==> src/rtl/rv_timer.sv <==
// Memory-mapped 32-bit interval timer: prescaled up-counter with compare match,
// optional auto-reload and a level interrupt, read data registered one cycle.
module rv_timer #(
  parameter int PRE_W = 16
) (
  input  logic        clk,
  input  logic        xreset,
  input  logic        cs,
  input  logic [4:0]  adr,
  input  logic        rdy,
  input  logic [3:0]  we,
  input  logic        re,
  input  logic [31:0] dw,
  output logic [31:0] dr,
  output logic        irq
);

  typedef enum logic [2:0] {
    REG_CTRL  = 3'd0,
    REG_STAT  = 3'd1,
    REG_COUNT = 3'd2,
    REG_CMP   = 3'd3,
    REG_PRESC = 3'd4
  } reg_e;

  logic [2:0]       ctrl_q, ctrl_d;   // {IE, AR, EN}
  logic             mf_q, mf_d;
  logic [31:0]      count_q, count_d;
  logic [31:0]      cmp_q, cmp_d;
  logic [PRE_W-1:0] presc_q, presc_d;
  logic [PRE_W-1:0] pre_cnt_q, pre_cnt_d;
  logic [31:0]      dr_q, dr_d;

  logic       wr_acc, rd_acc, tick, match;
  reg_e       sel;
  logic [31:0] presc_ext, presc_wr_val;

  function automatic logic [31:0] byte_merge(input logic [31:0] old_val,
                                             input logic [31:0] wr_val,
                                             input logic [3:0]  be);
    logic [31:0] res;
    for (int b = 0; b < 4; b++) begin
      res[8*b +: 8] = be[b] ? wr_val[8*b +: 8] : old_val[8*b +: 8];
    end
    return res;
  endfunction

  assign sel          = reg_e'(adr[4:2]);
  assign wr_acc       = cs & rdy & (we != 4'h0);
  assign rd_acc       = cs & rdy & re;
  assign tick         = ctrl_q[0] && (pre_cnt_q == presc_q);
  // Match compares the registered COUNT/CMP, so same-cycle bus writes never affect it.
  assign match        = tick && (count_q == cmp_q);
  assign presc_ext    = 32'(presc_q);
  assign presc_wr_val = byte_merge(presc_ext, dw, we);

  // NOTE: every always_comb output gets its hold value first, so no path infers a latch.
  always_comb begin
    ctrl_d    = ctrl_q;
    mf_d      = mf_q;
    count_d   = count_q;
    cmp_d     = cmp_q;
    presc_d   = presc_q;
    pre_cnt_d = pre_cnt_q + PRE_W'(1);
    dr_d      = dr_q;

    if (wr_acc && sel == REG_CTRL && we[0]) ctrl_d = dw[2:0];

    // A match in the same cycle as a W1C keeps the flag set.
    if (match)                                        mf_d = 1'b1;
    else if (wr_acc && sel == REG_STAT && we[0] && dw[0]) mf_d = 1'b0;

    if (wr_acc && sel == REG_COUNT)  count_d = byte_merge(count_q, dw, we);
    else if (tick)                   count_d = (match && ctrl_q[1]) ? 32'h0 : count_q + 32'h1;

    if (wr_acc && sel == REG_CMP)    cmp_d = byte_merge(cmp_q, dw, we);
    if (wr_acc && sel == REG_PRESC)  presc_d = presc_wr_val[PRE_W-1:0];

    if (!ctrl_q[0] || tick || (wr_acc && sel == REG_PRESC)) pre_cnt_d = '0;

    if (rd_acc) begin
      case (sel)
        REG_CTRL:  dr_d = {29'h0, ctrl_q};
        REG_STAT:  dr_d = {31'h0, mf_q};
        REG_COUNT: dr_d = count_q;
        REG_CMP:   dr_d = cmp_q;
        REG_PRESC: dr_d = presc_ext;
        default:   dr_d = 32'h0;
      endcase
    end
  end

  // NOTE: state flops use non-blocking assignments so all registers update together.
  always_ff @(posedge clk or negedge xreset) begin
    if (!xreset) begin
      ctrl_q    <= '0;
      mf_q      <= 1'b0;
      count_q   <= '0;
      cmp_q     <= 32'hffff_ffff;
      presc_q   <= '0;
      pre_cnt_q <= '0;
      dr_q      <= '0;
    end else begin
      ctrl_q    <= ctrl_d;
      mf_q      <= mf_d;
      count_q   <= count_d;
      cmp_q     <= cmp_d;
      presc_q   <= presc_d;
      pre_cnt_q <= pre_cnt_d;
      dr_q      <= dr_d;
    end
  end

  assign dr  = dr_q;
  assign irq = mf_q & ctrl_q[2];

endmodule

==> config.mk <==
export PLATFORM = sky130hd
export DESIGN_NAME = rv_timer
export DESIGN_NICKNAME = d
export VERILOG_FILES = /design/src/rtl/rv_timer.sv
export SDC_FILE = /design/constraint.sdc
export NUM_CORES = 1
export LEC_CHECK = 0
export ABC_AREA = 0
export CAP_MARGIN = 20
export CELL_PAD_IN_SITES_DETAIL_PLACEMENT = 1
export CELL_PAD_IN_SITES_GLOBAL_PLACEMENT = 1
export CORE_UTILIZATION = 40
export CTS_CLUSTER_SIZE = 25
export DETAILED_ROUTE_END_ITERATION = 7
export PLACE_DENSITY_LB_ADDON = 0.1
export SYNTH_ARGS = -nofsm -noshare
export SYNTH_HDL_FRONTEND = slang
export SYNTH_SLANG_ARGS = --single-unit
==> constraint.sdc <==
create_clock -name clk -period 2.5 [get_ports clk]
set_clock_uncertainty 0.05 [all_clocks]
set_input_delay 0.375 -clock clk [delete_from_list [all_inputs] [get_ports clk]]
set_output_delay 0.375 -clock clk [all_outputs]
set_load 0.02 [all_outputs]
==> results.tsv, run 1 <==
metric	value	unit
antenna viol nets, final	0	
vias post-DR	6609	
HP Class	in2async	
Design Area, Final	9830	sq um
drc violations	4	
pre-CTS setup slack	-0.293	ns
total congestion overflow	0	
FP Rows	49	
CTS tree	done	
Die ar.	19300	sq um
Seq/Total Area, Yosys	0.445	
Worst Max-Slew Pin Slew	0.756	ns
core area	18100	sq um
RSZ-0062 raised after global routing	yes	
Final Hold Viols	15	
leading cell type in the layout, fill and taps excluded	dfrtp_1	
CP Capture Type	flop	
IO Pins	79	
final WL	24600	um
Mean Syn Cell Area	9.84	sq um
fmax	413	MHz
Total GRT Usage	0.266	
clock sinks	132	
most frequent cells in the layout	dfrtp_1 (95), buf_4 (86), clkdlybuf4s50_1 (74)	
Initial Util	0.414	
Placed Area	9050	sq um
Final Cycle Share	0.969	
hold_ws	-0.0172	ns
R2R Path Start	presc_q[2]	
Routed wire per std cell	21.6	um
EDFF count, synth	0	
Post-Syn Instances	763	
worst-path fanout max	12	
VDD IR max	0.518	mV
Unique masters post-synth	56	
Tmin final	2.42	ns
Main synth FF type	dfrtp_1	
P&R area growth vs syn	31.0	%
Mapped Area	7510	sq um
initial antenna violation count	0	
number of global-route vias before repair	7185	
Slew HR	0.496	
CP startpoint kind	flop	
Setup crit start	presc_q[2]	
Detailed Routing Iterations Pass 1	7	
P_leak	4.27	nW
Synth area leaders	dfrtp_1 (33%), dfstp_2 (11%), mux2_2 (7.6%), xnor2_1 (6.0%), nand4_1 (4.2%)	
CP arrival	2.72	ns
first-pass GRT wire length	40100	um
die height	139	um
synthesis-stage register bit count	132	
share of cells above drive strength 1	0.276	
Setup WS post-layout	0.0763	ns
Die Wd	139	um
share of the synthesized area in the top cell type	0.333	
final setup fails	0	
Ant. Diodes	0	
violated checks	DRC, hold timing	
NumNets Final	944	
cell type with the largest total area after synthesis	dfrtp_1	
Pins Over Slew Limit	0	
pin count of the biggest net entering global routing	133	
DR vias/cell	5.81	
Post-DP HPWL	17600	um
First DRT Iteration DRCs	398	
clk root buf	clkbuf_16	
Max Cap Viol	0	
CP Class	reg2reg	
# port buffers	76	
CTS clk-pin slew, worst paths	0.06	ns
Synth async-reset ratio	1.00	
Req. time, crit path	2.79	ns
PD cells	797	nW/um^2
Synth Warn #	0	
number of buffers created by CTS	17	
H-Tree Depth	4	
syn nets	811	
status	complete, but fails checks	
gp weighted congestion	0.851	
CTS max path bufs	2	
clock latency on the worst-skew pair	0.43	ns
-- final timing paths --
kind                                 to  slack (ns)  depth (start not counted)
min in group clk                   mf_q        0.34                          4
max                         count_q[15]        0.08                          8
min reg2reg                      dr[27]        0.42                          2
max in group asynchronous  pre_cnt_q[8]        1.81                          2
max reg2reg                 count_q[15]        0.08                          8
min                              dr[28]       -0.02                          2
-- power breakdown --
| part | switching, mW | internal [mW] |
|---|---|---|
| combinational | 1.25 | 1.10 |
| sequential | 0.380 | 2.54 |
| clock | 0.984 | 1.57 |
| total | 2.61 | 5.22 |
-- layer usage --
layer,track usage,vias to the layer above,part of all wire
met4,0.0813,0,0.014
met1,0.344,3406,0.44
met3,0.0342,20,0.029
li1,-,3046,-
met5,0,-,0
met2,0.464,137,0.51
-- critical path, stage by stage (launching register included) --
cell and delay (ns):
dfrtp_2 0.46, xnor2_2 0.19, nand4_1 0.18, nor4_4 0.32, buf_6 0.16, a22oi_2 0.07
buf_4 0.19, or4_1 0.54, o211ai_2 0.18
-- state kept, by name, indices dropped and copies added (netlist names) --
register and flops:
cmp_q 32, count_q 32, ctrl_q 3, dr 32, mf_q 1, pre_cnt_q 16, presc_q 16
-- timing repair --
action,4_1_cts,5_1_grt
endpoints found under the setup margin,30,30
buffers inserted,2,4
gates resized for setup,8,17
gates cloned,1,0
pin swaps,5,8
endpoints found under the hold margin,0,0
hold buffers,0,0
-- final cells by class --
cell class	count	area [sq um]
tap	229	287
multi-input combinational	556	3990
fill	1977	8320
clock buffer	24	492
timing repair buffer	171	1550
inverter	18	67.6
clock inverter	8	100
sequential	132	3350
-- cell usage after synthesis, drive strengths merged, types with 2 or more instances --
cell     count
inv         18
xor2        11
and2         9
nor2        54
mux2        51
o211ai      22
buf         20
nor4         8
nand2       65
nor2b        2
o311ai       2
nand3       23
o22ai        7
a22o         3
or4          8
ha           2
a31oi       12
o31ai       17
nor3         3
or3         15
and3        28
mux2i       30
clkbuf      37
a21oi       40
nand2b       2
o2111ai      6
nand4       51
o21ai       15
xnor2       51
dfstp       32
a22oi        7
dfrtp      100
-- metrics by stage --
stage | TNS (ns) | instances | util | power, mW
after floorplan | 0 | 763 | - | 4.23
after global placement | -2.52 | 1099 | 0.499 | 5.09
after detailed placement | -4.92 | 1099 | 0.499 | 5.19
after CTS | 0 | 1134 | 0.534 | 7.78
after global routing | -0.00454 | 1138 | 0.542 | 8.19
final | 0 | 1138 | 0.542 | 7.83
-- logic make-up (layout without fill, tap and decap cells) --
| kind of cell | count (synthesis) | count (layout) | synth area share |
|---|---|---|---|
| XOR/XNOR | 62 | 62 | 0.0723 |
| flip-flops | 132 | 132 | 0.445 |
| multiplexers | 81 | 81 | 0.117 |
| AND/OR/NAND/NOR | 273 | 273 | 0.195 |
| adder cells (fa/ha/maj) | 2 | 2 | 0.00333 |
| AO/OA/AOI/OAI | 138 | 138 | 0.126 |
| buffers and inverters | 75 | 221 | 0.0415 |
(Power assumes the default switching activity.)
==> run 2, diff against run 1 <==
--- a/config.mk
+++ b/config.mk
@@ -9,6 +9,7 @@
 export CAP_MARGIN = 20
 export CELL_PAD_IN_SITES_DETAIL_PLACEMENT = 1
 export CELL_PAD_IN_SITES_GLOBAL_PLACEMENT = 1
+export CORE_MARGIN = 8
 export CORE_UTILIZATION = 40
 export CTS_CLUSTER_SIZE = 25
 export DETAILED_ROUTE_END_ITERATION = 7
==> run 2 against run 1 <==
The flow now finishes without violations. Critical endpoint is now count_q[19]. Final area fell by 0.20%. Final cell count rose by 0.44%. Global-route usage is 4.8 points lower.
==> results.tsv, run 2 (synthesis gave the netlist of run 1 again) <==
metric	value	unit
clock sinks	132	
gp weighted congestion	0.852	
HP Class	reg2reg	
CTS clk-pin slew, worst paths	0.06	ns
CP startpoint kind	flop	
Req. time, crit path	2.76	ns
Max Cap Viol	0	
DR vias/cell	5.70	
Final Cycle Share	0.952	
Routed wire per std cell	21.7	um
Die Wd	153	um
worst r2r path cells	7	
Final Core Density	0.528	
first-pass GRT wire length	40700	um
FP Rows	50	
status	complete, no violations	
P&R area growth vs syn	30.7	%
Die ar.	23400	sq um
final setup fails	0	
worst-path fanout max	20	
Worst Max-Slew Pin Slew	0.670	ns
share of cells above drive strength 1	0.262	
total power	7.99	mW
core area	18600	sq um
pin count of the biggest net entering global routing	66	
antenna viol nets, final	0	
Placed Area	9050	sq um
leading cell type in the layout, fill and taps excluded	dfrtp_1	
Post-DP HPWL	18200	um
CP arrival	2.64	ns
vias post-DR	6510	
number of buffers created by CTS	17	
Ant. Diodes	0	
Tmin final	2.38	ns
final WL	24700	um
P_leak	4.25	nW
IO Pins	79	
total congestion overflow	0	
Pins Over Slew Limit	0	
most frequent cells in the layout	dfrtp_1 (100), buf_4 (89), clkdlybuf4s50_1 (74)	
clock latency on the worst-skew pair	0.43	ns
number of global-route vias before repair	7226	
die height	153	um
CP Capture Type	flop	
First DRT Iteration DRCs	280	
clk root buf	clkbuf_16	
initial antenna violation count	0	
hold depth	2	
VDD IR max	0.557	mV
H-Tree Depth	4	
Initial Util	0.404	
Total GRT Usage	0.218	
hold_ws	0.423	ns
NumNets Final	944	
fillers	2049	
PD cells	814	nW/um^2
CP Class	reg2reg	
drc violations	0	
# port buffers	76	
Slew HR	0.553	
CTS max path bufs	2	
fmax	420	MHz
Final Hold Viols	0	
CTS tree	done	
Design Area, Final	9810	sq um
RSZ-0062 raised after global routing	no	
Detailed Routing Iterations Pass 1	4	
## run 2: changes by cell type in the layout (fill, tap and decap cells not counted), sizes merged
cell         delta
clkinv          -2
buf             -1
bufinv          +2
dlygate4sd3     +1
## run 2: final timing paths
| check | startpoint | endpoint | slack, ns |
|---|---|---|---|
| min in group asynchronous | xreset | dr[31] | 0.44 |
| max in group asynchronous | xreset | presc_q[4] | 1.11 |
| setup / recovery | cmp_q[12] | count_q[19] | 0.12 |
| setup reg to reg | cmp_q[12] | count_q[19] | 0.12 |
| hold / removal | dr[16] | dr[16] | 0.42 |
| hold reg to reg | dr[16] | dr[16] | 0.42 |
## run 2: final cells by class
cell class	count	area, sq um	share of cell area
clock buffer	24	502	0.0511
tap	234	293	0.0298
inverter	18	67.6	0.00689
clock inverter	8	146	0.0149
multi-input combinational	556	3930	0.401
timing repair buffer	171	1530	0.156
sequential	132	3340	0.341
## run 2: worst max-delay path, cell delays in order, from the launching register on
cell	delay, ns
dfstp_2	0.55
xnor2_1	0.17
nand4_1	0.28
nor4_4	0.40
nand4_1	0.21
buf_4	0.27
a41oi_1	0.22
o22ai_1	0.10
## run 2: layer usage
metal	GRT usage	routed length (um)
met1	0.268	11000
met2	0.369	12200
met3	0.0429	842
met4	0.0933	661
met5	0	0
## run 2: timing repair
action	in CTS	in global routing
pin swaps	0	5
hold endpoints to repair	38	0
resized for setup	3	8
endpoints found under the setup margin	20	16
hold buffers	1	0
setup buffers	0	2
## run 2: power breakdown
part           switching (mW)  total, mW  internal, mW
logic                    1.23       2.31          1.08
clock network           0.992       2.79          1.80
registers               0.342       2.88          2.54
## run 2: metrics by stage
| stage | cells | setup WS (ns) | setup TNS [ns] |
|---|---|---|---|
| 2_1_floorplan | 763 | 0.132 | 0 |
| 3_3_place_gp | 1108 | -0.162 | -2.58 |
| 3_5_place_dp | 1108 | -0.208 | -2.74 |
| 4_1_cts | 1141 | 0.0286 | 0 |
| 5_1_grt | 1143 | 0.00222 | 0 |
| 6_report | 1143 | 0.119 | 0 |
